[config.mk]
export PLATFORM = sky130hd
export DESIGN_NAME = hstl_rx_sampler
export DESIGN_NICKNAME = d
export VERILOG_FILES = /design/src/rtl/hstl_rx_sampler.sv
export SDC_FILE = /design/constraint.sdc
export NUM_CORES = 1
export LEC_CHECK = 0
export ABC_AREA = 1
export CORE_ASPECT_RATIO = 0.9
export CORE_MARGIN = 3
export CORE_UTILIZATION = 35
export DETAILED_ROUTE_END_ITERATION = 7
export HOLD_SLACK_MARGIN = 0.15
export MAX_ROUTING_LAYER = met4
export PLACE_DENSITY = 0.65
export REMOVE_ABC_BUFFERS = 1
export SETUP_SLACK_MARGIN = 0.3
export SYNTH_ARGS = -nofsm -noshare
export SYNTH_HDL_FRONTEND = slang
export SYNTH_SLANG_ARGS = --single-unit
[constraint.sdc]
create_clock -name C -period 1.6 [get_ports C]
set_input_delay 0.16 -clock C [delete_from_list [all_inputs] [get_ports C]]
set_output_delay 0.16 -clock C [all_outputs]
set_load 0.02 [all_outputs]
[src/rtl/hstl_rx_sampler.sv]
// Serial frame receiver for a shared tri-state HSTL line: synchronizes the pad input,
// waits out bus turnaround after the local driver releases, and recovers start/stop framed words.
module hstl_rx_sampler #(
   parameter int unsigned DATA_W = 8,
   parameter int unsigned DIV    = 16,
   parameter int unsigned TURN   = 4
) (
   input  logic              C,
   input  logic              R,
   input  logic              I,
   input  logic              T,
   output logic [DATA_W-1:0] DATA,
   output logic              VALID,
   output logic              FERR,
   output logic              BUSY,
   output logic              Q
);

   localparam int unsigned CW = $clog2(DIV);
   localparam int unsigned BW = (DATA_W > 1) ? $clog2(DATA_W) : 1;
   localparam int unsigned GW = (TURN > 0) ? $clog2(TURN + 1) : 1;

   localparam logic [CW-1:0] CNT_HALF   = CW'(DIV / 2 - 1);
   localparam logic [CW-1:0] CNT_FULL   = CW'(DIV - 1);
   localparam logic [BW-1:0] BIT_LAST   = BW'(DATA_W - 1);
   localparam logic [GW-1:0] GUARD_INIT = GW'(TURN);

   typedef enum logic [1:0] {
      ST_IDLE,
      ST_START,
      ST_DATA,
      ST_STOP
   } state_t;

   state_t             state;
   state_t             state_nxt;
   logic               s1;
   logic               s2;
   logic [GW-1:0]      guard;
   logic               armed;
   logic               abort;
   logic [CW-1:0]      cnt;
   logic [BW-1:0]      bitn;
   logic [DATA_W-1:0]  sr;

   always_ff @(posedge C) begin
      if (R) begin
         s1 <= 1'b1;
         s2 <= 1'b1;
      end else begin
         s1 <= I;
         s2 <= s1;
      end
   end

   // Guard holds off arming for TURN cycles after the local driver lets go of the line.
   always_ff @(posedge C) begin
      if (R || !T)
         guard <= GUARD_INIT;
      else if (guard != '0)
         guard <= guard - 1'b1;
   end

   assign armed = T && (guard == '0);
   assign abort = !T && (state != ST_IDLE);

   always_ff @(posedge C) begin
      if (R)
         state <= ST_IDLE;
      else
         state <= state_nxt;
   end

   always_comb begin
      state_nxt = state;
      case (state)
         ST_IDLE:  if (armed && !s2) state_nxt = ST_START;
         ST_START: if (cnt == CNT_HALF) state_nxt = s2 ? ST_IDLE : ST_DATA;
         ST_DATA:  if (cnt == CNT_FULL && bitn == BIT_LAST) state_nxt = ST_STOP;
         ST_STOP:  if (cnt == CNT_FULL) state_nxt = ST_IDLE;
         default:  state_nxt = ST_IDLE;
      endcase
      if (abort)
         state_nxt = ST_IDLE;
   end

   always_comb begin
      BUSY = (state != ST_IDLE);
      Q    = s2;
   end

   // Abort takes priority over the stop-bit sample so an aborted frame never pulses.
   always_ff @(posedge C) begin
      if (R) begin
         cnt   <= '0;
         bitn  <= '0;
         sr    <= '0;
         DATA  <= '0;
         VALID <= 1'b0;
         FERR  <= 1'b0;
      end else begin
         VALID <= 1'b0;
         FERR  <= 1'b0;
         if (abort) begin
            cnt  <= '0;
            bitn <= '0;
         end else begin
            case (state)
               ST_IDLE: begin
                  cnt  <= '0;
                  bitn <= '0;
               end
               ST_START: cnt <= (cnt == CNT_HALF) ? '0 : cnt + 1'b1;
               ST_DATA: begin
                  if (cnt == CNT_FULL) begin
                     cnt      <= '0;
                     sr[bitn] <= s2;
                     bitn     <= bitn + 1'b1;
                  end else begin
                     cnt <= cnt + 1'b1;
                  end
               end
               ST_STOP: begin
                  if (cnt == CNT_FULL) begin
                     cnt <= '0;
                     if (s2) begin
                        DATA  <= sr;
                        VALID <= 1'b1;
                     end else begin
                        FERR <= 1'b1;
                     end
                  end else begin
                     cnt <= cnt + 1'b1;
                  end
               end
               default: cnt <= '0;
            endcase
         end
      end
   end

endmodule
Word-level counts from Yosys, hierarchy flattened
Index checks and enable logic that the tools add are counted.
{"block": "word_totals", "latchBits": 0, "elab_cells": 65, "out_inout_bits": 12, "regBits": 32, "memories": 0, "input_bits": 4, "romBits": 0, "ramBits": 0}
{"block": "classes", "n_eq_ne": 11, "reduce_logical": 20, "order_cmp": 2, "div_mod_pow": 0, "shift": 0, "addsub": 3, "muxes": 16, "multipliers": 0, "bitwise": 3}
{"op": "case mux 4 bit (3 select lines)", "n": 1}
{"op": "two-way mux 2 bit", "n": 5}
{"op": "inequality test 2 bit, second input constant", "n": 5}
{"op": "bitwise mux 8 bit", "n": 1}
{"op": "two-way mux 4 bit", "n": 2}
{"op": "case mux 2 bit (4 select lines)", "n": 1}
{"op": "AND reduction 4 bit", "n": 2}
{"op": "case mux 3 bit (2 select lines)", "n": 1}
{"op": "logical AND 1 bit", "n": 5}
{"op": "adder 4 x 1 -> 4 bit, second input constant", "n": 1}
{"op": "== test 2 bit, second input constant", "n": 2}
{"op": "== test 4 x 3 -> 1 bit, second input constant", "n": 1}
{"op": "== test 4 bit, second input constant", "n": 1}
{"op": "< comparator 3 x 4 -> 1 bit, second input constant", "n": 1}
{"op": "nonzero test 2 bit", "n": 2}
{"op": "OR reduction 2 bit", "n": 2}
{"op": "OR reduction 4 bit", "n": 1}
{"op": "adder 3 x 1 -> 3 bit, second input constant", "n": 1}
{"op": "demux 1 bit (select 3 bit)", "n": 1}
{"op": "== test 3 bit, second input constant", "n": 1}
{"op": ">= comparator 3 x 1 -> 1 bit, second input constant", "n": 1}
{"op": "logical NOT 3 bit", "n": 1}
{"op": "two-way mux 1 bit", "n": 3}
{"op": "two-way mux 3 bit", "n": 1}
{"op": "9 further kinds", "n": 12}

Logic depth before layout (Yosys ltp)
{"block": "depth", "word_depth": 5, "mapped_depth": 11, "mapped_depth_nobuf": 11}

Worst setup path before layout
No wires, ideal clock.
{"block": "synth_timing", "path_kind": "reg2reg", "start": "reg cnt[0]", "end": "reg DATA[2]", "t_required_ps": 1487, "arrival_time_ps": 1214, "synth_period_minus_slack_ps": 1327, "path_buffers": 1, "setup_time_ps": 113, "path_slack_ps": 273, "path_stages_with_launch": 10, "cell_sequence": "dfxtp_1 ha_1 nand3_1 nor3_2 inv_2 nor2_8 buf_6 nand2_1 nand2_1 nor2_1"}
{"block": "synth_between", "elab_chain_cells": 2}
{"element": "from (decl)", "line": "42", "source": "logic [CW-1:0] cnt;"}
{"element": "from (signal assigned)", "line": "113", "source": "ST_START: cnt <= (cnt == CNT_HALF) ? '0 : cnt + 1'b1;"}
{"element": "from (signal assigned)", "line": "120", "source": "cnt <= cnt + 1'b1;"}
{"element": "from (signal assigned)", "line": "133", "source": "cnt <= cnt + 1'b1;"}
{"element": "== test 4 bit", "line": "124", "source": "if (cnt == CNT_FULL) begin"}
{"element": "AND reduction 4 bit (no source line)"}
{"element": "to (signal assigned)", "line": "127", "source": "DATA <= sr;"}
{"element": "to (decl)", "line": "12", "source": "output logic [DATA_W-1:0] DATA,"}
Every way passes these cells.
A chain may end at the register's enable or synchronous reset.

Worst setup path in the final report
{"block": "layout_timing", "start": "reg cnt[0]", "end": "reg sr[6]"}
{"block": "layout_between", "elab_chain_cells": 2}
{"element": "== test 4 bit", "line": "115", "source": "if (cnt == CNT_FULL) begin"}
{"element": "AND reduction 3 bit (no source line)"}
{"element": "to (signal assigned)", "line": "97", "source": "sr <= '0;"}
{"element": "to (signal, indexed assignment)", "line": "117", "source": "sr[bitn] <= s2;"}
{"element": "to (decl)", "line": "44", "source": "logic [DATA_W-1:0] sr;"}
Every way passes these cells.

==> impl_summary.log <==
[metrics] result of the run: complete, no violations
[metrics] critical path arrival: 1640 ps
[metrics] number of buffer and inverter instances along the worst setup path: 1
[metrics] drt first-iter violations: 91
[metrics] area growth from synthesis to layout: 41.17%
[metrics] vias in the first global route: 1241
[metrics] insertion delay of the later-clocked pin in the worst-skew pair: 280 ps
[metrics] leak pwr: 0.0009869 uW
[metrics] Final setup violation count: 0
[metrics] level count of the clock H-tree: 2
[metrics] count of nets left with antenna violations after detail routing: 0
[metrics] Mean Syn Cell Area: 6.950 sq um
[metrics] clock tree root driver cell: sky130_fd_sc_hd__clkbuf_8
[metrics] clock-pin slew on the worst setup and hold paths: 60 ps
[metrics] crit path max-delay cell type: sky130_fd_sc_hd__dfxtp_4
[metrics] hold crit path type: register to register
[metrics] Slowest Stage Delay on Critical Path: 360 ps
[metrics] number of top-level design ports: 16
[metrics] mapped cell area: 0.001453 sq mm
[metrics] number of buffer cells added on primary ports: 15
[metrics] Top Family by Delay on Critical Path: simple AND/OR/NAND/NOR gates
[metrics] first-pass GRT wire length: 5513 um
[metrics] maximum vdd drop: 0.4672 mV
[metrics] GR Overflow Total: 0
[metrics] total placed cells including tap cells: 271
[metrics] Cell Area, Placed: 0.001672 sq mm
[metrics] cell-by-cell listing of the critical path: ha_4, buf_6, nand2_4, nor2_4, nand2_4, nor2_4, nand2_2, nand2_1, nand2_1, nor2_1
[metrics] number of max-cap violations: 0
[metrics] Rows: 21
[metrics] sort of element at the start of the critical path: register
[metrics] peak clock frequency supported by timing: 0.7054 GHz
[metrics] Max Slew Vio Count: 0
[metrics] Final Critical Period: 1418 ps
[metrics] post-detailed-placement half-perimeter wirelength: 1954 um
[metrics] worst slew pin tran: 385.1 ps
[metrics] share of post-route cells with drive strength above 1: 31.56%
[metrics] Synth Register Bits: 32
[metrics] Vias/cell: 4.583
[metrics] average detailed-routed wire length per instance: 11.33 um
[metrics] post-route clock skew: 4.582 ps
[metrics] Max transition margin: 74.13%
[metrics] unrepaired setup endpoints after global routing: true
[metrics] sink count of the clock tree: 32
[metrics] area fraction of the dominant cell type after synthesis: 44.10%
[metrics] number of buffers created by CTS: 5
[metrics] Overall Global Routing Usage: 15.32%
[metrics] maximum buffer depth of the clock tree: 2
[metrics] sequential cell area: 651.9 sq um
[metrics] non-filler instance count after layout: 290
[metrics] endpoint required time on the critical path: 1820 ps
[metrics] maximum number of pins on one net before global-route repair: 16
[metrics] Die ar.: 0.004960 sq mm
[metrics] filler cell count in the final layout: 356
[metrics] Post-route DRC: 0
[metrics] CP Capture Type: register
[metrics] antenna fix cells: 0
[metrics] first-pass detailed-route iteration total: 4
[metrics] cell taking the most area after synthesis: sky130_fd_sc_hd__dfxtp_1
[metrics] critical path type: register to register
[metrics] final hold violations: 0
[metrics] Warnings, synthesis: 0
[metrics] Mapped Cells: 209
[metrics] die height: 67.12 um
[metrics] number of antenna violations at the first check in global routing: 0
[metrics] maximum fanout along the worst path: 5
[metrics] Pwr per Cell Area: 764.8 mW/mm^2
[metrics] NumNets Final: 253
[metrics] largest cells by area after synthesis: sky130_fd_sc_hd__dfxtp_1 44%, sky130_fd_sc_hd__nand2_1 16%, sky130_fd_sc_hd__nor2_1 12%
[metrics] core utilization of the finished layout: 53.09%
[metrics] effective utilization at floorplan: 37.61%
[metrics] summed area of non-filler cells in the final layout: 0.002051 sq mm
[metrics] TritonCTS clock tree: yes
[metrics] Final Wtd Congestion: 0.7697
[metrics] detailed-route via count: 1329
[metrics] sequential cell area fraction in the yosys report: 44.10%
[metrics] setup TNS after final layout: 0 ps
[metrics] core area: 0.003862 sq mm
[metrics] width of the chip: 73.91 um
[metrics] final worst path period share: 88.60%
[metrics] multi-input logic area: 850.8 sq um
[metrics] sum of routed wire length over all layers: 3286 um
[metrics] number of distinct library cell variants in the gate-level netlist after synthesis: 22
cell usage after synthesis, drive strengths merged:
| cell type | n |
|---|---|
| nand4 | 1 |
| inv | 28 |
| o21ai | 5 |
| o21bai | 1 |
| buf | 1 |
| xor2 | 1 |
| and3 | 1 |
| ha | 5 |
| dfxtp | 32 |
| nand3 | 4 |
| nor2 | 50 |
| nor3 | 6 |
| a21oi | 6 |
| xnor2 | 1 |
| clkbuf | 2 |
| or2 | 3 |
| nand2 | 62 |
area by class of cell:
| class | count | area share (%) |
|---|---|---|
| inverters | 28 | 5.125 |
| clock inverters | 1 | 0.2441 |
| well taps | 46 | 2.807 |
| repair buffers | 31 | 15.01 |
| flip-flops and latches | 32 | 31.79 |
| clock buffers | 6 | 3.539 |
| multi-input cells | 146 | 41.49 |
cells in the final DEF (no fill, tap or decap), types with 2 or more instances in the layout:
cell type,netlist,routed
sky130_fd_sc_hd__inv_2,3,4
sky130_fd_sc_hd__dfxtp_2,0,6
sky130_fd_sc_hd__or2_2,3,2
sky130_fd_sc_hd__buf_6,1,3
sky130_fd_sc_hd__inv_1,25,24
sky130_fd_sc_hd__nor2_4,0,6
sky130_fd_sc_hd__nor2_1,46,34
sky130_fd_sc_hd__nand2_2,0,14
sky130_fd_sc_hd__dlygate4sd2_1,0,11
sky130_fd_sc_hd__nand2_4,2,6
sky130_fd_sc_hd__nor2_2,3,9
sky130_fd_sc_hd__clkdlybuf4s50_1,0,3
sky130_fd_sc_hd__o21ai_0,5,4
sky130_fd_sc_hd__clkbuf_8,0,5
sky130_fd_sc_hd__ha_1,5,4
sky130_fd_sc_hd__buf_4,0,10
sky130_fd_sc_hd__nand2_1,60,42
sky130_fd_sc_hd__nor3_1,5,5
sky130_fd_sc_hd__dfxtp_1,32,25
sky130_fd_sc_hd__a21oi_1,6,6
sky130_fd_sc_hd__nand3_1,4,3
sky130_fd_sc_hd__buf_12,0,2
flip-flops by register name, summed over array words and instances, names as in the netlist, named ones only:
register  cells
guard         3
s1            1
bitn          3
state         1
DATA          8
Q             1
VALID         1
FERR          1
sr            8
cnt           4
power breakdown:
part	switching, uW	internal, uW
combinational	106	67.8
clock	278	295
sequential	12.9	809
routing by layer:
layer  GRT usage [%]  vias up  routed length, um
met5               -        -                  0
met4           6.787        0                 49
met3           4.072        5                109
met2           24.34       28               1573
met1           18.11      594               1553
li1                -      702                  -
kinds of logic (layout without fill, tap and decap cells):
logic type      Yosys count  count (layout)  share of synthesized area (%)
buf+inv                  31              66                          8.527
xor+xnor                  2               2                          1.206
fa+ha+maj                 5               5                          4.307
flops                    32              32                          44.10
compound gates           12              12                          4.307
simple gates            127             127                          37.55
per-stage QoR:
| step | power, uW | hold WS [ps] | setup slack, ps |
|---|---|---|---|
| after CTS | 1567 | 410.3 | 155.2 |
| final | 1568 | 408.5 | 182.5 |
| after detailed placement | 976.5 | 394.8 | 88.21 |
| after floorplan | 928.3 | 229.1 | 290.4 |
| after global placement | 974.2 | 399.7 | 100.5 |
| after global routing | 1650 | 423.0 | 55.55 |
path summary, 6_finish.rpt:
kind	start	endpoint	slack, ps	cells past startpoint
max	cnt[0]	sr[6]	180	10
min	s1	Q	410	1
min reg2reg	s1	Q	410	1
max reg2reg	cnt[0]	sr[6]	180	10
timing repair:
action,4_1_cts,5_1_grt
pin swaps,8,16
endpoints found under the setup margin,30,25
setup buffers,7,4
cloned,1,0
hold buffers,0,0
resized for setup,37,38
Power figures use the tool's default switching activity.
